### src/rtl/flash_sample_fetcher.sv
// flash_sample_fetcher
//   Walks an inclusive word range of the Avalon-MM flash. For each word it
//   issues a single 32-bit read and latches the returned data on sample_word.
//   It then hands the word to the audio player with a start_audio/audio_done
//   handshake, and moves to the next address once the player is idle again.
//
// Ports
//   clk, reset_n             system clock, async active-low reset
//   start, start_addr,       one-cycle start pulse plus the inclusive range;
//   end_addr                 the range is sampled on the accepted start
//   play_en                  0 pauses before the next flash read
//   audio_done               player-idle level from the slow domain
//                            (async, synchronized here)
//   flash_mem_*              Avalon-MM read master (word addressed)
//   sample_word              latched flash word, stable during hand-off/play
//   start_audio              request level to the player
//   busy, done               range in progress / one-cycle completion pulse
module flash_sample_fetcher #(
    parameter int ADDR_W = 23
) (
    input  logic              clk,
    input  logic              reset_n,
    input  logic              start,
    input  logic [ADDR_W-1:0] start_addr,
    input  logic [ADDR_W-1:0] end_addr,
    input  logic              play_en,
    input  logic              audio_done,
    input  logic              flash_mem_waitrequest,
    input  logic              flash_mem_readdatavalid,
    input  logic [31:0]       flash_mem_readdata,
    output logic              flash_mem_read,
    output logic [ADDR_W-1:0] flash_mem_address,
    output logic [3:0]        flash_mem_byteenable,
    output logic [31:0]       sample_word,
    output logic              start_audio,
    output logic              busy,
    output logic              done
);

    typedef enum logic [2:0] {
        S_IDLE, S_FETCH, S_REQ, S_WAIT, S_HAND, S_PLAY, S_NEXT
    } state_t;

    state_t            state_q, state_n;
    logic [ADDR_W-1:0] addr_q, addr_n;
    logic [ADDR_W-1:0] end_q, end_n;
    logic              rd_q, rd_n;
    logic [31:0]       sw_q, sw_n;
    logic              sa_q, sa_n;
    logic              busy_q, busy_n;
    logic              done_q, done_n;

    // Two-flop synchronizer for the slow-domain idle level. Both flops reset
    // to 1 so that the player looks idle straight out of reset.
    logic sync1_q, done_s;

    always_ff @(posedge clk or negedge reset_n) begin
        if (!reset_n) begin
            sync1_q <= 1'b1;
            done_s  <= 1'b1;
        end else begin
            sync1_q <= audio_done;
            done_s  <= sync1_q;
        end
    end

    always_ff @(posedge clk or negedge reset_n) begin
        if (!reset_n) begin
            state_q <= S_IDLE;
            addr_q  <= '0;
            end_q   <= '0;
            rd_q    <= 1'b0;
            sw_q    <= '0;
            sa_q    <= 1'b0;
            busy_q  <= 1'b0;
            done_q  <= 1'b0;
        end else begin
            state_q <= state_n;
            addr_q  <= addr_n;
            end_q   <= end_n;
            rd_q    <= rd_n;
            sw_q    <= sw_n;
            sa_q    <= sa_n;
            busy_q  <= busy_n;
            done_q  <= done_n;
        end
    end

    always_comb begin
        state_n = state_q;
        addr_n  = addr_q;
        end_n   = end_q;
        rd_n    = rd_q;
        sw_n    = sw_q;
        sa_n    = sa_q;
        busy_n  = busy_q;
        done_n  = 1'b0;
        unique case (state_q)
            S_IDLE: begin
                if (start) begin
                    addr_n  = start_addr;
                    end_n   = end_addr;
                    busy_n  = 1'b1;
                    state_n = S_FETCH;
                end
            end
            S_FETCH: begin
                // play_en gates only the next read. A word that has already
                // been handed over always finishes playing.
                if (play_en) begin
                    rd_n    = 1'b1;
                    state_n = S_REQ;
                end
            end
            S_REQ: begin
                if (!flash_mem_waitrequest) begin
                    rd_n    = 1'b0;
                    state_n = S_WAIT;
                end
            end
            S_WAIT: begin
                // Only this state captures data, so stray readdatavalid pulses
                // in other states cannot corrupt the word being played.
                if (flash_mem_readdatavalid) begin
                    sw_n    = flash_mem_readdata;
                    state_n = S_HAND;
                end
            end
            S_HAND: begin
                sa_n = 1'b1;
                if (!done_s) begin
                    sa_n    = 1'b0;
                    state_n = S_PLAY;
                end
            end
            S_PLAY: begin
                if (done_s) state_n = S_NEXT;
            end
            S_NEXT: begin
                // Equality compare, with the address wrapping at all-ones, so
                // a start above the end wraps through 0 up to end_addr.
                if (addr_q == end_q) begin
                    done_n  = 1'b1;
                    busy_n  = 1'b0;
                    state_n = S_IDLE;
                end else begin
                    addr_n  = addr_q + 1'b1;
                    state_n = S_FETCH;
                end
            end
            default: state_n = S_IDLE;
        endcase
    end

    assign flash_mem_read       = rd_q;
    assign flash_mem_address    = addr_q;
    assign flash_mem_byteenable = 4'b1111;
    assign sample_word          = sw_q;
    assign start_audio          = sa_q;
    assign busy                 = busy_q;
    assign done                 = done_q;

endmodule

### config.mk
export PLATFORM = sky130hd
export DESIGN_NAME = flash_sample_fetcher
export DESIGN_NICKNAME = d
export VERILOG_FILES = /design/src/rtl/flash_sample_fetcher.sv
export SDC_FILE = /design/constraint.sdc
export NUM_CORES = 1
export LEC_CHECK = 0
export ABC_AREA = 1
export CORE_AREA = 8 8 114 116
export DETAILED_ROUTE_END_ITERATION = 10
export DIE_AREA = 0 0 122 124
export PLACE_DENSITY = 0.74
export SYNTH_ARGS = -nofsm -noshare
export SYNTH_HDL_FRONTEND = slang
export SYNTH_SLANG_ARGS = --single-unit
### constraint.sdc
create_clock -name clk -period 1.4 [get_ports clk]
set_input_delay 0.21 -clock clk [delete_from_list [all_inputs] [get_ports clk]]
set_output_delay 0.21 -clock clk [all_outputs]
set_load 0.02 [all_outputs]
## Word level (Yosys, flattened, before mapping)

Index checks and enable logic that the tools add are counted.

| operators by class | value |
|---|---|
| mux-type cells | 20 |
| $add $sub $neg | 1 |
| equality and inequality tests | 15 |
| reductions and logical operators | 9 |

Operators by type and width:

| kind | count |
|---|---|
| 23-bit 2-to-1 mux | 2 |
| 23-bit one-hot mux with 2 select lines | 1 |
| 23-bit by 1-bit adder with 23-bit output (second input constant) | 1 |
| 23-bit equality test | 1 |
| 3-bit one-hot mux with 7 select lines | 1 |
| 3-bit 2-to-1 mux | 6 |
| 2-bit != test (second input constant) | 8 |
| 3-bit equality test (second input constant) | 3 |
| 3-bit AND reduction | 3 |
| 1-bit 2-to-1 mux | 8 |
| 3-bit by 2-bit equality test with 1-bit output (second input constant) | 2 |
| 6-bit AND reduction | 1 |
| 1-bit one-hot mux with 2 select lines | 2 |
| 2-bit AND reduction | 2 |
| 2-bit nonzero test | 2 |
| 3-bit by 1-bit equality test with 1-bit output (second input constant) | 1 |
| 3-bit zero test | 1 |

| storage, ports and cells | value |
|---|---|
| bits of input ports | 85 |
| word-level logic and storage cells | 55 |
| flip-flop bits (word level) | 87 |
| output and inout port bits | 63 |

## Logic depth before layout (Yosys ltp)

| logic depth | value |
|---|---|
| depth in word-level cells | 3 |
| mapped depth | 13 |

## Worst setup path before layout

Ideal clock, no wire load.

| timing | value |
|---|---|
| kind | register -> register |
| start point | register addr_q[0], in the netlist flash_mem_address[0] |
| end point | register addr_q[18], in the netlist flash_mem_address[18] |
| library setup time | 117 ps |
| slack | -263 ps |
| required time | 1283 ps |
| cell stages (with the launch flop) | 11 |
| buffers on the path | 0 |
| arrival | 1545 ps |
| path through | dfrtp_1 -> ha_1 -> nand3_1 -> inv_1 -> nand2_1 -> nor2_1 -> nand4_1 -> nand3_1 -> nand2_1 -> nand2_1 -> nand2_1 |

| on the way | value |
|---|---|
| cells in the longest elaborated chain, start to end | 3 |
| elaborated cells on any way between the ends | 6 |

RTL lines:

| element | RTL line | text |
|---|---|---|
| start: declaration | 45 | `logic [ADDR_W-1:0] addr_q, addr_n;` |
| start signal: assignment | 79 | `addr_q <= addr_n;` |
| 23-bit by 1-bit adder with 23-bit output or 23-bit equality test (tied branches) | 147, 142 |  |
| 23-bit 2-to-1 mux or 2-bit != test (tied branches) | - |  |
| 23-bit one-hot mux with 2 select lines or 3-bit AND reduction (tied branches) | - |  |

Parallel ways exist; a longest one is shown, timed or not. The select of a mux whose other input is x is not followed.
A chain may end at the register's enable or synchronous reset.

## Worst setup path after layout

| timing | value |
|---|---|
| start point | register addr_q[2], in the netlist flash_mem_address[2] |
| end point | register addr_q[5], in the netlist flash_mem_address[5] |

The elaborated chain is that of the path after synthesis.

==> summary.txt <==
=====================================================================================
Leading cell types by total area after synthesis                         sky130_fd_sc_hd__dfrtp_1 47%, sky130_fd_sc_hd__nand2_1 17%, sky130_fd_sc_hd__mux2_2 8.9%
Die Outline Area                                                           15100 um^2
Unique masters post-synth                                                          27
Endpoint class of the critical path                                          register
Final worst path period need                                                  1.74 ns
Top cell family by delay on the critical path                            simple AND/OR/NAND/NOR gates
Clock root buffer master                                                 sky130_fd_sc_hd__clkbuf_16
Lkg Pwr                                                                       4.14 nW
Most frequent standard cell in the layout excluding fill and tap cells   sky130_fd_sc_hd__nand2_1
Sum Neg Setup Slack                                                         -12.05 ns
Area share of the largest cell type after synthesis                             46.7%
Initial antenna violation count                                                     0
Total GRT Usage                                                                 21.9%
Maximum clock frequency                                                     0.573 GHz
Violations in the final reports                                          negative setup slack
Post-Place Worst Slack                                                      -0.309 ns
Startpoint class of the critical path                                        register
Synthesized area per cell                                                   7.81 um^2
Max-capacitance violation count                                                     0
Total count of hold-check failures in the final report                              0
Yosys warnings                                                                      0
Vias in the first global route                                                   5271
Peak fanout along the critical path                                                11
Largest net degree at the start of global routing                                  88
CTS tree                                                                          yes
Data required time at the worst endpoint                                      1.69 ns
Slowest cell on crit path                                                sky130_fd_sc_hd__dfrtp_2
Vias post-DR                                                                     5342
RSZ-0062 raised after global routing                                              yes
Number of antenna diodes                                                            0
Total grt overflow                                                                  0
Floorplan die width                                                            122 um
Outcome                                                                  complete, but fails checks
Count of placed standard cells including taps                                     947
DPL Wire Length                                                              11500 um
Number of flip-flops and latches in the synthesized netlist                        87
Data arrival time of the worst path                                           2.03 ns
Setup WS post-layout                                                        -0.344 ns
Clk sink count                                                                     87
Skew-Pair Late Insertion Delay                                                0.35 ns
Cell Area, Synth                                                            4550 um^2
Critical Setup Path Class                                                register to register
Drt drc                                                                             0
Fin nets                                                                          942
Top-level port count                                                              148
Average wire per standard cell                                                19.0 um
Area of the core                                                           11200 um^2
Final Instance Count excl. Fillers                                               1004
Signed area change from the synthesized netlist to the final layout             83.0%
Worst clock skew                                                           0.00769 ns
Top library cells by usage in the layout, fill and taps aside            191 x sky130_fd_sc_hd__nand2_1, 105 x sky130_fd_sc_hd__buf_4, 83 x sky130_fd_sc_hd__clkdlybuf4s50_1, 61 x sky130_fd_sc_hd__dfrtp_1, 44 x sky130_fd_sc_hd__inv_1
Total count of max-transition violations in the final report                        0
Starting density of the core                                                    40.7%
Drt initial violations                                                            409
Fraction of the yosys area taken by sequential cells                            47.9%
Gate count of the mapped netlist                                                  583
Sequence of cells on the critical path                                   nand2_1 > nand2_1 > nor2_2 > nand2_2 > nor2_2 > nand3_2 > nand2_4 > buf_6 > clkbuf_16 > nand3_1 > nand2_1
First-pass GRT wire length                                                   25800 um
TritonCTS Buffers                                                                   9
Slowest cell delay on critical path                                           0.42 ns
Detailed Route WL                                                            19000 um
FP Rows                                                                            39
Filler instances                                                                  764
Clock-pin slew of the registers on the worst-case setup and hold paths        0.07 ns
PwrDens                                                                  2220 nW/um^2
Final period util                                                                125%
Port-buffer cells                                                                 143
Placer's final routability congestion estimate                                  0.856
Library cell with the largest summed area after synthesis                sky130_fd_sc_hd__dfrtp_1
Buffers and inverters on the worst path                                             2
Final-report setup violation count                                                 84
Most frequent cell on the critical path                                  sky130_fd_sc_hd__nand2_1
Kind of path behind the tightest hold check                              primary input to register
Worst supply voltage drop on vdd                                              1.40 mV
Initial DRT Pass Iterations                                                         8
Maximum buffer depth of the clock tree                                              2
Vias per cell                                                                    5.32
Deepest level of the CTS H-tree                                                     3
Residual antenna-violating net count after detailed routing                         0
Fraction of final layout cells with drive strength greater than 1               38.8%
DIE HEIGHT                                                                     124 um
=====================================================================================
## path summary, 6_finish.rpt
check | slack, ns | cells past startpoint | start | endpoint
max | -0.34 | 11 | flash_mem_address[2] | flash_mem_address[5]
min | 0.26 | 1 | audio_done | sync1_q
max reg2reg | -0.34 | 11 | flash_mem_address[2] | flash_mem_address[5]
min reg2reg | 0.36 | 0 | sync1_q | done_s
max in group asynchronous | 0.57 | 3 | reset_n | done_s
min in group asynchronous | 0.44 | 3 | reset_n | end_q[1]
## through the flow
stage | hold WS [ns] | cell area, um^2 | util, % | power, mW
after floorplan | -0.0856 | 4660 | - | 8.98
after global placement | 0.286 | 6950 | 62.2 | 13.4
after detailed placement | 0.287 | 6950 | 62.2 | 13.6
after CTS | 0.252 | 7520 | 67.3 | 16.4
after global routing | 0.272 | 8330 | 74.5 | 19.5
final | 0.259 | 8330 | 74.5 | 18.5
## metal layers
metal	routed length [um]	share of wire, %	GRT usage, %	up-vias
li1	-	-	-	2407
met2	9290	49	37.8	319
met4	881	4.6	10.6	0
met1	6540	34	22.4	2538
met5	0	0	0	-
met3	2310	12	9.47	78
## state kept, by name (all words and copies together), names as in the netlist
name / flops
done_s: 1
sync1_q: 1
flash_mem_address: 23
done: 1
busy: 1
start_audio: 1
sample_word: 32
end_q: 23
state_q: 3
flash_mem_read: 1
## what timing repair did
item                                    4_1_cts  5_1_grt
endpoints found under the setup margin      138       86
resized for setup                           145      133
setup buffers                                15       13
pin swaps                                     7       21
gates cloned                                  2       11
hold buffers                                  1        0
hold endpoints to repair                     85        0
## report_power, final
part | switching, mW | leakage [nW] | internal [mW] | total, mW
logic | 5.66 | 3.01 | 5.63 | 11.3
clock network | 1.07 | 0.142 | 1.43 | 2.50
registers | 0.894 | 0.991 | 3.78 | 4.67
total | 7.62 | 4.14 | 10.8 | 18.5
## synth_stat cells
| master | n |
|---|---|
| sky130_fd_sc_hd__o21ai_0 | 14 |
| sky130_fd_sc_hd__nand2_2 | 1 |
| sky130_fd_sc_hd__nand4_1 | 6 |
| sky130_fd_sc_hd__a22oi_1 | 1 |
| sky130_fd_sc_hd__o21bai_1 | 1 |
| sky130_fd_sc_hd__conb_1 | 1 |
| sky130_fd_sc_hd__xnor2_1 | 3 |
| sky130_fd_sc_hd__dfstp_2 | 2 |
| sky130_fd_sc_hd__inv_2 | 3 |
| sky130_fd_sc_hd__buf_4 | 4 |
| sky130_fd_sc_hd__ha_1 | 1 |
| sky130_fd_sc_hd__o31ai_1 | 3 |
| sky130_fd_sc_hd__or2_2 | 1 |
| sky130_fd_sc_hd__a21oi_1 | 23 |
| sky130_fd_sc_hd__nor3_4 | 1 |
| sky130_fd_sc_hd__nand2_1 | 205 |
| sky130_fd_sc_hd__inv_1 | 48 |
| sky130_fd_sc_hd__buf_1 | 2 |
| sky130_fd_sc_hd__nor2_1 | 66 |
| sky130_fd_sc_hd__dfrtp_1 | 85 |
| sky130_fd_sc_hd__nand3_1 | 52 |
| sky130_fd_sc_hd__xor2_1 | 4 |
| sky130_fd_sc_hd__buf_2 | 12 |
| sky130_fd_sc_hd__o22ai_1 | 1 |
| sky130_fd_sc_hd__clkbuf_1 | 6 |
| sky130_fd_sc_hd__mux2_2 | 36 |
| sky130_fd_sc_hd__nor3_1 | 1 |
## cell families (layout without fill, tap and decap cells)
| kind of cell | Yosys count | after routing | synth area share, % |
|---|---|---|---|
| AO/OA/AOI/OAI | 43 | 43 | 5.03 |
| XOR/XNOR | 7 | 7 | 1.35 |
| adder cells (fa/ha/maj) | 1 | 1 | 0.275 |
| buffers and inverters | 75 | 350 | 6.84 |
| flip-flops | 87 | 87 | 47.9 |
| multiplexers | 36 | 36 | 8.91 |
| other | 1 | 4 | 0.0824 |
| AND/OR/NAND/NOR | 333 | 333 | 29.6 |
## cell type report
class / instances / area (um^2) / share of cell area, %
flip-flops and latches: 87 / 2210 / 26.5
clock inverters: 5 / 58.8 / 0.706
well taps: 143 / 179 / 2.15
repair buffers: 283 / 2820 / 33.8
inverters: 51 / 191 / 2.30
multi-input cells: 424 / 2630 / 31.6
clock buffers: 11 / 243 / 2.91
Power figures use the tool's default switching activity.
